===== config.mk =====
export PLATFORM = sky130hd
export DESIGN_NAME = seq_mult
export DESIGN_NICKNAME = d
export VERILOG_FILES = /design/src/rtl/seq_mult_pkg.sv /design/src/rtl/seq_mult_step.sv /design/src/rtl/seq_mult.sv
export SDC_FILE = /design/constraint.sdc
export NUM_CORES = 1
export LEC_CHECK = 0
export CELL_PAD_IN_SITES_DETAIL_PLACEMENT = 1
export CELL_PAD_IN_SITES_GLOBAL_PLACEMENT = 2
export CORE_MARGIN = 4
export CORE_UTILIZATION = 39
export DETAILED_ROUTE_END_ITERATION = 6
export DONT_BUFFER_PORTS = 1
export PLACE_DENSITY = 0.92
export SLEW_MARGIN = 0
export SYNTH_ARGS = -nofsm -noshare
export SYNTH_HDL_FRONTEND = slang
export SYNTH_HIERARCHICAL = 1
export SYNTH_SLANG_ARGS = --single-unit

===== constraint.sdc =====
create_clock -name clk -period 5.5 [get_ports clk]
set_clock_uncertainty 0.05 [all_clocks]
set_input_delay 0.55 -clock clk [delete_from_list [all_inputs] [get_ports clk]]
set_output_delay 0.55 -clock clk [all_outputs]
set_load 0.005 [all_outputs]

===== src/rtl/seq_mult_pkg.sv =====
// -----------------------------------------------------------------------------
// seq_mult_pkg
// Shared definitions for the sequential multiplier:
//   - FSM state encodings (plain localparams plus a typed enum built on them)
//   - operand mode encoding
//   - step counter width helper
// -----------------------------------------------------------------------------
package seq_mult_pkg;

    // Raw encodings kept as localparams so older code that compares against
    // bit patterns keeps working; the enum below is built on the same values.
    localparam logic [1:0] ST_IDLE = 2'd0;
    localparam logic [1:0] ST_RUN  = 2'd1;
    localparam logic [1:0] ST_DONE = 2'd2;

    typedef enum logic [1:0] {
        IDLE = ST_IDLE,
        RUN  = ST_RUN,
        DONE = ST_DONE
    } state_e;

    localparam logic MODE_UNSIGNED = 1'b0;
    localparam logic MODE_SIGNED   = 1'b1;

    // The step counter is loaded with WIDTH itself, so it needs one value
    // more than WIDTH-1 can express.
    function automatic int cnt_width(input int width);
        return $clog2(width + 1);
    endfunction

endpackage


===== src/rtl/seq_mult_step.sv =====
// -----------------------------------------------------------------------------
// seq_mult_step
// One combinational multiply iteration over the {acc, q, q_m1} register pair.
//   unsigned : add A when q[0]=1, then logical shift right by one
//   signed   : radix-2 Booth on {q[0], q_m1}, then arithmetic shift right
//
// Ports
//   acc          in   WIDTH+1  running partial product (upper half)
//   q            in   WIDTH    multiplier / low product bits
//   q_m1         in   1        previous q[0] (Booth history bit)
//   a            in   WIDTH    multiplicand
//   signed_mode  in   1        1 = two's-complement, 0 = unsigned
//   acc_next     out  WIDTH+1
//   q_next       out  WIDTH
//   q_m1_next    out  1
// -----------------------------------------------------------------------------
module seq_mult_step
    import seq_mult_pkg::*;
#(
    parameter int WIDTH = 32
) (
    input  logic [WIDTH:0]   acc,
    input  logic [WIDTH-1:0] q,
    input  logic             q_m1,
    input  logic [WIDTH-1:0] a,
    input  logic             signed_mode,
    output logic [WIDTH:0]   acc_next,
    output logic [WIDTH-1:0] q_next,
    output logic             q_m1_next
);

    logic [WIDTH:0] a_ext;
    logic [WIDTH:0] sum;
    logic           fill;

    always_comb begin
        // Sign-extend A only in signed mode; the extra bit keeps
        // -2^(W-1) * -2^(W-1) from wrapping inside the accumulator.
        a_ext = {(signed_mode & a[WIDTH-1]), a};
        sum   = acc;

        if (signed_mode == MODE_SIGNED) begin
            case ({q[0], q_m1})
                2'b01:   sum = acc + a_ext;
                2'b10:   sum = acc - a_ext;
                default: sum = acc;
            endcase
        end else if (q[0]) begin
            // Unsigned carry lands in sum[WIDTH] and is shifted back down.
            sum = acc + a_ext;
        end

        fill      = (signed_mode == MODE_SIGNED) ? sum[WIDTH] : 1'b0;
        acc_next  = {fill, sum[WIDTH:1]};
        q_next    = {sum[0], q[WIDTH-1:1]};
        q_m1_next = q[0];
    end

endmodule


===== src/rtl/seq_mult.sv =====
// -----------------------------------------------------------------------------
// seq_mult
// Sequential WIDTH x WIDTH -> 2*WIDTH multiplier, one partial-product step
// per clock, unsigned or signed (Booth) selectable per operation.
//
// Ports
//   clk           in   1        rising-edge clock
//   rst_n         in   1        asynchronous active-low reset
//   start         in   1        request, taken when not busy
//   signed_mode   in   1        1 = signed, 0 = unsigned (captured with start)
//   multiplicand  in   WIDTH    operand A (captured with start)
//   multiplier    in   WIDTH    operand B (captured with start)
//   busy          out  1        operation in progress
//   done          out  1        one-cycle pulse when result/overflow update
//   overflow      out  1        product does not fit in WIDTH bits
//   result        out  2*WIDTH  full product, held until next completion
//
// State   | meaning
// --------+------------------------------------------------------------------
// IDLE    | waiting for start
// RUN     | one multiply step per cycle, counter counting WIDTH down to 0
// DONE    | product final; result/overflow/done register on this cycle's edge,
//         | a new start is accepted here for back-to-back operation
// -----------------------------------------------------------------------------
module seq_mult
    import seq_mult_pkg::*;
#(
    parameter int WIDTH = 32
) (
    input  logic                 clk,
    input  logic                 rst_n,
    input  logic                 start,
    input  logic                 signed_mode,
    input  logic [WIDTH-1:0]     multiplicand,
    input  logic [WIDTH-1:0]     multiplier,
    output logic                 busy,
    output logic                 done,
    output logic                 overflow,
    output logic [2*WIDTH-1:0]   result
);

    localparam int CW = cnt_width(WIDTH);

    state_e           state_q;
    logic [CW-1:0]    cnt_q;
    logic [CW-1:0]    cnt_next;
    logic [WIDTH:0]   acc_q;
    logic [WIDTH-1:0] q_q;
    logic             q_m1_q;
    logic [WIDTH-1:0] a_q;
    logic             mode_q;

    logic [WIDTH:0]   acc_step;
    logic [WIDTH-1:0] q_step;
    logic             q_m1_step;

    logic [2*WIDTH-1:0] product;
    logic [WIDTH:0]     sign_window;
    logic               ovf_calc;

    seq_mult_step #(
        .WIDTH (WIDTH)
    ) u_step (
        .acc         (acc_q),
        .q           (q_q),
        .q_m1        (q_m1_q),
        .a           (a_q),
        .signed_mode (mode_q),
        .acc_next    (acc_step),
        .q_next      (q_step),
        .q_m1_next   (q_m1_step)
    );

    // After the last step the low WIDTH bits of acc plus q hold the product;
    // acc[WIDTH] is only a guard bit for the Booth add/subtract.
    assign product     = {acc_q[WIDTH-1:0], q_q};
    assign sign_window = product[2*WIDTH-1:WIDTH-1];
    assign cnt_next    = cnt_q - CW'(1);

    always_comb begin
        ovf_calc = 1'b0;
        if (mode_q == MODE_SIGNED) begin
            // Fits as a signed WIDTH-bit value only if the upper half is a
            // pure copy of bit WIDTH-1.
            ovf_calc = !((&sign_window) || !(|sign_window));
        end else begin
            ovf_calc = |product[2*WIDTH-1:WIDTH];
        end
    end

    assign busy = (state_q == RUN);

    always_ff @(posedge clk or negedge rst_n) begin
        if (!rst_n) begin
            state_q <= IDLE;
            cnt_q   <= '0;
            acc_q   <= '0;
            q_q     <= '0;
            q_m1_q  <= 1'b0;
            a_q     <= '0;
            mode_q  <= MODE_UNSIGNED;
        end else begin
            case (state_q)
                IDLE, DONE: begin
                    if (start) begin
                        a_q     <= multiplicand;
                        q_q     <= multiplier;
                        mode_q  <= signed_mode;
                        acc_q   <= '0;
                        q_m1_q  <= 1'b0;
                        cnt_q   <= CW'(WIDTH);
                        state_q <= RUN;
                    end else begin
                        state_q <= IDLE;
                    end
                end
                RUN: begin
                    acc_q  <= acc_step;
                    q_q    <= q_step;
                    q_m1_q <= q_m1_step;
                    cnt_q  <= cnt_next;
                    if (cnt_next == '0) begin
                        state_q <= DONE;
                    end
                end
                default: begin
                    state_q <= IDLE;
                end
            endcase
        end
    end

    // Outputs only move on the edge that leaves DONE (or on reset), so a
    // back-to-back start captured on that same edge cannot disturb them.
    always_ff @(posedge clk or negedge rst_n) begin
        if (!rst_n) begin
            done     <= 1'b0;
            overflow <= 1'b0;
            result   <= '0;
        end else begin
            done <= (state_q == DONE);
            if (state_q == DONE) begin
                result   <= product;
                overflow <= ovf_calc;
            end
        end
    end

endmodule

======== Yosys cells after proc, flatten, opt, wreduce, memory -nomap -nowiden ========
Cells that the tools add are included.
Widths: inputs -> output; s select.
cells by class
  add/sub/neg operators ................... 3
  equal/unequal tests ..................... 6
  multiplexer cells ....................... 16
  bitwise gates (word level) .............. 1
  reductions and logical operators ........ 12
operators by type and width
  operator             number
  $pmux 33 s2          2
  $mux 33              3
  $pmux 32 s2          1
  $add 33x33->33       1
  $reduce_and 33->1    1
  $reduce_or 33->1     1
  $sub 33x33->33       1
  $mux 32              1
  $reduce_or 32->1     1
  $pmux 6 s2           1
  $logic_not 6->1      1
  $mux 6               1
  $sub 6x1->6 const B  1
  $eq 2x1->1 const B   2
  $eq 2x2->1 const B   2
  $mux 1               4
  $pmux 2 s2           1
  $reduce_and 2->1     2
  $logic_not 1->1      2
  $logic_not 2->1      1
  $mux 2               1
  $ne 2x1->1 const B   1
  $ne 2x2->1 const B   1
  $pmux 1 s2           1
  4 further kinds      4
storage, ports and cells
  register bits ........................... 173
  input port bits ......................... 68
  output and inout port bits .............. 67
  logic and storage cells ................. 48

======== Longest topological paths before layout ========
Gate-level depths: netlist of run 1.
  depth after elaboration ................. 6
  gate-level depth with buffers ........... 15
  gate-level depth less buffers ........... 14

======== By module ========
Netlist of run 1, hierarchy kept.
by module, submodules not included
  module         times used  cells each  area each (um2)  seq. area each (um2)
  seq_mult       1           627         6865.3           4329.2
  seq_mult_step  1           792         5117.4           0.0

======== Worst setup path after synthesis of run 1 ========
OpenSTA, ideal clock, no wires.
  path type ............................... register -> register
  start point ............................. register acc_q[10]
  end point ............................... register acc_q[32]
  arrival ................................. 3667 ps
  path slack .............................. 1663 ps
  cell stages (with the launch flop) ...... 14
  buffers on the path ..................... 2
  clock period less this slack ............ 3837 ps
  cells stage by stage .................... dfrtp_1 > ha_1 > buf_6 > or4_4 > or3_1 > nor3b_2 > nor4b_1 > or4_1 > a211o_1 > and4_4 > a2111oi_4 > nor2_1 > buf_4 > a22o_1
between the ends
  longest elaborated chain between the ends .. 5
  elaborated cells on any way between the ends .. 7
ends and longest elaborated chain
  element                                                  line                                                           source
  start: declaration                                       seq_mult.sv:47                                                 logic [WIDTH:0] acc_q;
  start signal: assignment                                 seq_mult.sv:118                                                acc_q <= acc_step;
  $sub 33x33->33 / $add 33x33->33 (equally long branches)  seq_mult_step.sv:45, seq_mult_step.sv:44, seq_mult_step.sv:50
  $pmux 33 s2 / $mux 33 (equally long branches)            seq_mult_step.sv:43, seq_mult_step.sv:48
  $mux 33 *                                                seq_mult_step.sv:42                                            if (signed_mode == MODE_SIGNED) begin
  $mux 1 *                                                 seq_mult_step.sv:53                                            fill = (signed_mode == MODE_SIGNED) ? sum[WIDTH] : 1'b0;
  named net u_step.fill                                    seq_mult_step.sv:34                                            logic fill;
  $pmux 33 s2 *                                            seq_mult.sv:103                                                case (state_q)
The timed path passes the listed nets; every way through them passes the cells marked *.
A chain may end at the register's enable or synchronous reset.

======== Final worst setup path of run 1 ========
  start point ............................. register acc_q[2]
  end point ............................... register acc_q[27]
between the ends
  longest elaborated chain between the ends .. 4
  elaborated cells on any way between the ends .. 6
ends and longest elaborated chain
  element                                                  line                                                           source
  $sub 33x33->33 / $add 33x33->33 (equally long branches)  seq_mult_step.sv:45, seq_mult_step.sv:44, seq_mult_step.sv:50
  $pmux 33 s2 / $mux 33 (equally long branches)            seq_mult_step.sv:43, seq_mult_step.sv:48
  $mux 33 *                                                seq_mult_step.sv:42
  named net acc_step[27]                                   seq_mult.sv:53                                                 logic [WIDTH:0] acc_step;
  $pmux 33 s2 *                                            seq_mult.sv:103
Marks and branches as above.

==> impl_metrics.tcl, run 1 <==
set metrics [dict create \
    required_ns 5.78 \
    grt_usage_pct 23.7 \
    drt-initial-drc-count 758 \
    ctsHtreeMaxLevel 4 \
    grt_overflow_total 0 \
    clkSinkCount 173 \
    synth_xor_area_share_pct 3.14 \
    whs_ns 0.0807 \
    critPathMaxFanout 10 \
    clock_latency_ns 0.44 \
    synthFlopType "dfrtp_1" \
    grt_pass1_wl_mm 63.3 \
    fp.dieArea_mm2 0.0336 \
    synth.net_count 1557 \
    synthMuxAreaShare_pct 6.83 \
    port-buffer-count 0 \
    peakVddDrop_v 0.000319 \
    wl_mm 39.7 \
    root_buffer "clkbuf_16" \
    clock_path_buffers 2 \
    critPathArrivalTime_ns 4.60 \
    path_clk_slew_ns 0.07 \
    path_cells "ha_1 > o21bai_1 > a2111oi_0 > nor3b_2 > nor4b_1 > o211ai_1 > a311oi_1 > o31ai_1 > mux2_2 > nand3_1 > a22o_1" \
    vias 10450 \
    setup_tns_ns 0 \
    rrSetupSlack_ns 1.17 \
    vias_per_cell 6.02 \
    leakage_nw 5.78 \
    power_density_mw_per_mm2 790 \
    dr.pass1.iters 5 \
    cts_made_buffers 17 \
    end_kind "flip-flop" \
    drc 0 \
    maxCapViolCount 0 \
    slew_viol_final 0 \
    final_core_util_pct 42.0 \
    yosys.area_share.simple_pct 18.5 \
    drive_gt1_share_pct 5.43 \
    rsz0062_at_grt "false" \
    fin_nets 1469 \
    synth-compound-area-share_pct 20.3 \
    netlist_area_mm2 0.0120 \
    min_period_over_period_pct 78.7 \
    critPathMaxStageDelay_ns 0.71 \
    synth_cells 1419 \
    io_pins 135 \
    crit_cells 11 \
    gp_congestion 0.928 \
    yosysSeqAreaShare_pct 36.1 \
    cp-start-kind "flip-flop" \
    hold_violations 0 \
    start_util_pct 40.0 \
    synthAdderAreaFrac_pct 7.43 \
    r2r-start "acc_q[2]" \
    r2r_cells 11 \
    async_flop_share_pct 100 \
    slowest_stage "nor4b_1" \
    antenna_found_initial 5 \
    slew-limit-headroom_pct 12.9 \
    total_power_mw 9.95 \
    grt_pass1_vias 10935 \
    syn_avg_cell_area_um2 8.44 \
    cts_tree "done" \
    fmax_mhz 231 \
    cts_resized 0 \
    setup_violations 0 \
    r2r_end "acc_q[27]" \
    area_delta_synth_final_pct 5.10 \
    worstMarginPinSlew_ns 1.30 \
    path_buf_inv 0 \
    synth-edff-count 0 \
    status "finished, final reports clean" \
    criticalPathCategory "reg -> reg" \
    die_h_um 183 \
    ys_ff_latch 173 \
    path_delay_family "compound AO/OA/AOI/OAI gates" \
    wire_per_inst_um 22.9 \
    hold_path.class "in -> async" \
    grt_start_max_net_pins 174 \
    ant_nets 0 \
    synth-warning-count 6 \
    startpoint "acc_q[2]" \
    synth_top_family_by_area "compound AO/OA/AOI/OAI gates" \
    die_x_um 183 \
    ys_types 77 \
    layout_min_cycle_time_ns 4.33 \
    core-area_mm2 0.0300 \
    hpwl_mm 27.8 \
    rows 63 \
]
## cell usage in the layout, fill, tap and decap left out, types with 33 or more instances in the layout
master | netlist | routed
nand2_1 | 287 | 287
dfrtp_1 | 173 | 172
inv_1 | 77 | 77
a21oi_1 | 77 | 77
nor2_1 | 75 | 75
ha_1 | 68 | 68
o21ai_0 | 43 | 43
mux2i_1 | 42 | 42
xnor2_1 | 41 | 41
o21ai_1 | 39 | 39
a22o_1 | 35 | 35
mux2_1 | 33 | 33
## logic make-up (layout without fill, tap and decap cells)
logic type,Yosys count,in the layout
compound gates,355,355
xor+xnor,43,43
fa+ha+maj,70,70
buf+inv,201,126
flops,173,173
mux,77,77
other cells,0,2
simple gates,500,500
## how the worst max path moves through the flow
stage	end	slack [ns]
after floorplan	acc_q[32]	1.66
after global placement	acc_q[31]	1.39
after detailed placement	acc_q[31]	1.26
after CTS	acc_q[31]	1.23
after global routing	acc_q[27]	0.86
final	acc_q[27]	1.17
## routing by layer
metal  up-vias  track usage, %  share of wire [%]
li1       4787               -                  -
met1      5270            30.8                 43
met2       302            39.3                 48
met3        87            4.30                5.2
met4         4            9.00                3.6
met5         -               0              0.053
## what timing repair did
item,in CTS,in global routing
setup buffers,0,0
endpoints found under the hold margin,173,0
hold buffers,1,0
## registers in the layout, summed over array words and instances, names as in the netlist
register / flops
result: 64
acc_q: 33
a_q: 32
q_q: 32
cnt_q: 6
state_q: 2
done: 1
mode_q: 1
overflow: 1
q_m1_q: 1
## stage by stage
step                cells  setup WS, ns  instance area (µm²)
floorplan            1419          1.66                12000
global placement     1701          1.39                12000
detailed placement   1701          1.26                12000
CTS                  1734          1.23                12600
global route         1735         0.865                12600
finish               1736          1.17                12600
## cells in the mapped netlist (all sizes together), types with 7 or more instances
cell type	n	area [µm²]
o211ai	15	113
a21o	11	82.6
o21bai	9	67.6
nor2	75	282
and2	11	68.8
nor3	22	110
a31oi	10	62.6
nand2b	16	100
xnor2	41	359
a22o	35	307
a21oi	78	394
mux2	35	398
nand2	287	1080
buf	66	408
nor4	15	93.8
inv	79	297
ha	68	851
or3	9	66.3
nand4	15	93.8
clkbuf	55	206
o31ai	7	52.6
nand3	15	75.1
mux2i	42	420
a2111oi	9	97.6
o21ai	82	410
dfrtp	173	4330
a221oi	10	93.8
a221o	7	70.1
a211oi	20	150
nor2b	11	68.8
or2	7	43.8
## report_power, final
group	internal [mW]	leakage, nW	switching (mW)	total [mW]
combinational	2.37	3.39	3.73	6.11
clock	0.651	0.289	0.596	1.25
sequential	1.86	2.11	0.740	2.60
total	4.88	5.78	5.07	9.95
## layout make-up
cell class / count / area [µm²]
Sequential cell: 173 / 4330
Fill cell: 3570 / 17400
Clock buffer: 17 / 425
Inverter: 80 / 300
Timing Repair Buffer: 14 / 125
Clock inverter: 15 / 169
Multi-Input combinational cell: 1045 / 6750
Tap cell: 390 / 488
Antenna cell: 2 / 5.00
Note: power is estimated with default switching activity, not from simulation.
==> inputs of run 2 (changes only) <==
--- a/config.mk
+++ b/config.mk
@@ -8,10 +8,10 @@
 export CELL_PAD_IN_SITES_DETAIL_PLACEMENT = 1
 export CELL_PAD_IN_SITES_GLOBAL_PLACEMENT = 2
 export CORE_MARGIN = 4
-export CORE_UTILIZATION = 39
+export CORE_UTILIZATION = 36
 export DETAILED_ROUTE_END_ITERATION = 6
 export DONT_BUFFER_PORTS = 1
-export PLACE_DENSITY = 0.92
+export PLACE_DENSITY = 0.9
 export SLEW_MARGIN = 0
 export SYNTH_ARGS = -nofsm -noshare
 export SYNTH_HDL_FRONTEND = slang
==> constraint.sdc (replaced) <==
create_clock -name clk -period 3.74 [get_ports clk]
set_clock_uncertainty 0.05 [all_clocks]
set_input_delay 0.374 -clock clk [delete_from_list [all_inputs] [get_ports clk]]
set_output_delay 0.374 -clock clk [all_outputs]
set_load 0.005 [all_outputs]
==> run 2 against run 1 <==
The flow now finishes with violations (hold timing). First-iteration DRC count decreased by 5.1%. Sequential cell count unchanged. Die area increased by 8.0%. Wire length increased by 6.3%. Total power increased by 65%. Sequential share of layout area decreased by 3.2 points. Global-route usage decreased by 0.56 points. Critical path depth increased by 1. Sequential power increased by 37%. Via count increased by 3.9%. Clock power increased by 48%. Clock-buffer cell count increased by 3. Critical endpoint is now acc_q[31].
==> impl_metrics.tcl, run 2 (same netlist as run 1, synthesis figures left out) <==
set metrics [dict create \
    path_buf_inv 1 \
    total_power_mw 16.4 \
    final_core_util_pct 42.4 \
    violations "hold timing" \
    hold_violations 173 \
    root_buffer "clkbuf_16" \
    whs_ns -0.422 \
    slowest_stage "or4_4" \
    wl_mm 42.2 \
    drt-initial-drc-count 719 \
    r2r_cells 12 \
    hold_path.class "in -> async" \
    setup_tns_ns 0 \
    clock_path_buffers 2 \
    start_util_pct 36.6 \
    layout_setup_ws_ns 0.0338 \
    wire_per_inst_um 22.0 \
    regMostFlops "result" \
    grt_overflow_total 0 \
    design_area_mm2 0.0139 \
    largest_registers "result x64, acc_q x33" \
    largest_register_ffs 64 \
    slew-limit-headroom_pct 38.5 \
    status "finished, violations left" \
    grt_pass1_wl_mm 66.2 \
    route.met3.wl_mm 2.34 \
    wl_met1_mm 18.3 \
    area_delta_synth_final_pct 15.8 \
    holdBufCountCts 25 \
    maxCapViolCount 0 \
    r2r-start "a_q[10]" \
    hpwl_mm 30.2 \
    die_x_um 190 \
    rsz0062_at_grt "true" \
    rrSetupSlack_ns 0.03 \
    fin_cells 1919 \
    path_cells "inv_2 > ha_4 > or4_4 > or3_4 > nor3b_4 > nor4b_4 > or4_4 > a211o_1 > a21o_1 > mux2_4 > a221oi_2 > a22o_1" \
    final_common_cell "nand2_1" \
    dp_slack_ns -0.223 \
    layout_min_cycle_time_ns 3.71 \
    drive_gt1_share_pct 13.9 \
    critPathMaxStageDelay_ns 0.52 \
    antenna_found_initial 2 \
    io_pins 135 \
    dr.max_layer_used "met4" \
    leakage_nw 6.42 \
    cts_tree "done" \
    crit_top_cell "or4_4" \
    post_dp_cell_area_mm2 0.0128 \
    ant_nets 0 \
    fillCellCount 3870 \
    r2r_end "acc_q[31]" \
    wl_met2_mm 20.3 \
    clock_latency_ns 0.45 \
    required_ns 4.07 \
    criticalPathCategory "reg -> reg" \
    power_density_mw_per_mm2 1180 \
    critPathMaxFanout 3 \
    dr.pass1.iters 5 \
    end_kind "flip-flop" \
    clkSinkCount 173 \
    ctsHtreeMaxLevel 4 \
    fp.dieArea_mm2 0.0363 \
    layout_common_cells "nand2_1, dfrtp_1, buf_4" \
    grt_usage_pct 23.1 \
    core-area_mm2 0.0327 \
    critPathArrivalTime_ns 4.04 \
    grt_pass1_vias 11467 \
    fin_nets 1600 \
    peakVddDrop_v 0.000449 \
    dp.cells 1854 \
    path_delay_family "simple AND/OR/NAND/NOR gates" \
    die_h_um 190 \
    drc 0 \
    rows 66 \
    grt_start_max_net_pins 174 \
    fmax_mhz 270 \
    cts_made_buffers 17 \
    gp_congestion 0.927 \
    port-buffer-count 0 \
    worstMarginPinSlew_ns 0.920 \
    setup_violations 0 \
    vias_per_cell 5.66 \
    vias 10855 \
    slew_viol_final 0 \
    path_clk_slew_ns 0.08 \
    cp-start-kind "flip-flop" \
    min_period_over_period_pct 99.1 \
]
run 2: changes by cell type in the layout (fill, tap and decap cells not counted), sizes merged:
| cell | delta |
|---|---|
| buf | +106 |
| bufinv | +1 |
| clkbuf | +3 |
| clkinv | -1 |
| clkinvlp | -1 |
| dlygate4sd3 | +25 |
| inv | -2 |
run 2: per-layer routing:
metal / vias to the layer above / global-route usage, %
met5: - / 0
met4: 0 / 8.23
met3: 81 / 4.54
met2: 356 / 38.2
met1: 5396 / 30.2
li1: 5022 / -
run 2: cell type report:
class                      instances  area, µm²  area share [%]
antenna                            2       5.00          0.0361
sequential                       173       4330            31.2
inverter                          80        300            2.16
clock buffer                      20        437            3.15
tap                              442        553            3.98
multi-input combinational       1045       6950            50.1
clock inverter                    12        151            1.09
timing repair buffer             145       1150            8.29
run 2: timing repair:
| action | CTS | global route |
|---|---|---|
| endpoints found under the hold margin | 198 | 173 |
| pin swaps | 3 | 16 |
| endpoints found under the setup margin | 5 | 11 |
| gates resized for setup | 6 | 29 |
| buffers inserted | 0 | 6 |
run 2: power breakdown:
group	switching (mW)	leakage [nW]	internal [mW]
clock	0.843	0.284	1.01
sequential	0.833	2.11	2.74
combinational	6.37	4.03	4.61
run 2: how the worst max path moves through the flow:
stage                    from        end  depth (start not counted)
CTS                   a_q[16]  acc_q[31]                         12
detailed placement   acc_q[0]  acc_q[21]                         14
global placement     acc_q[0]  acc_q[21]                         14
finish                a_q[10]  acc_q[31]                         12
floorplan           acc_q[17]  acc_q[32]                         13
global route           a_q[9]  acc_q[31]                         12
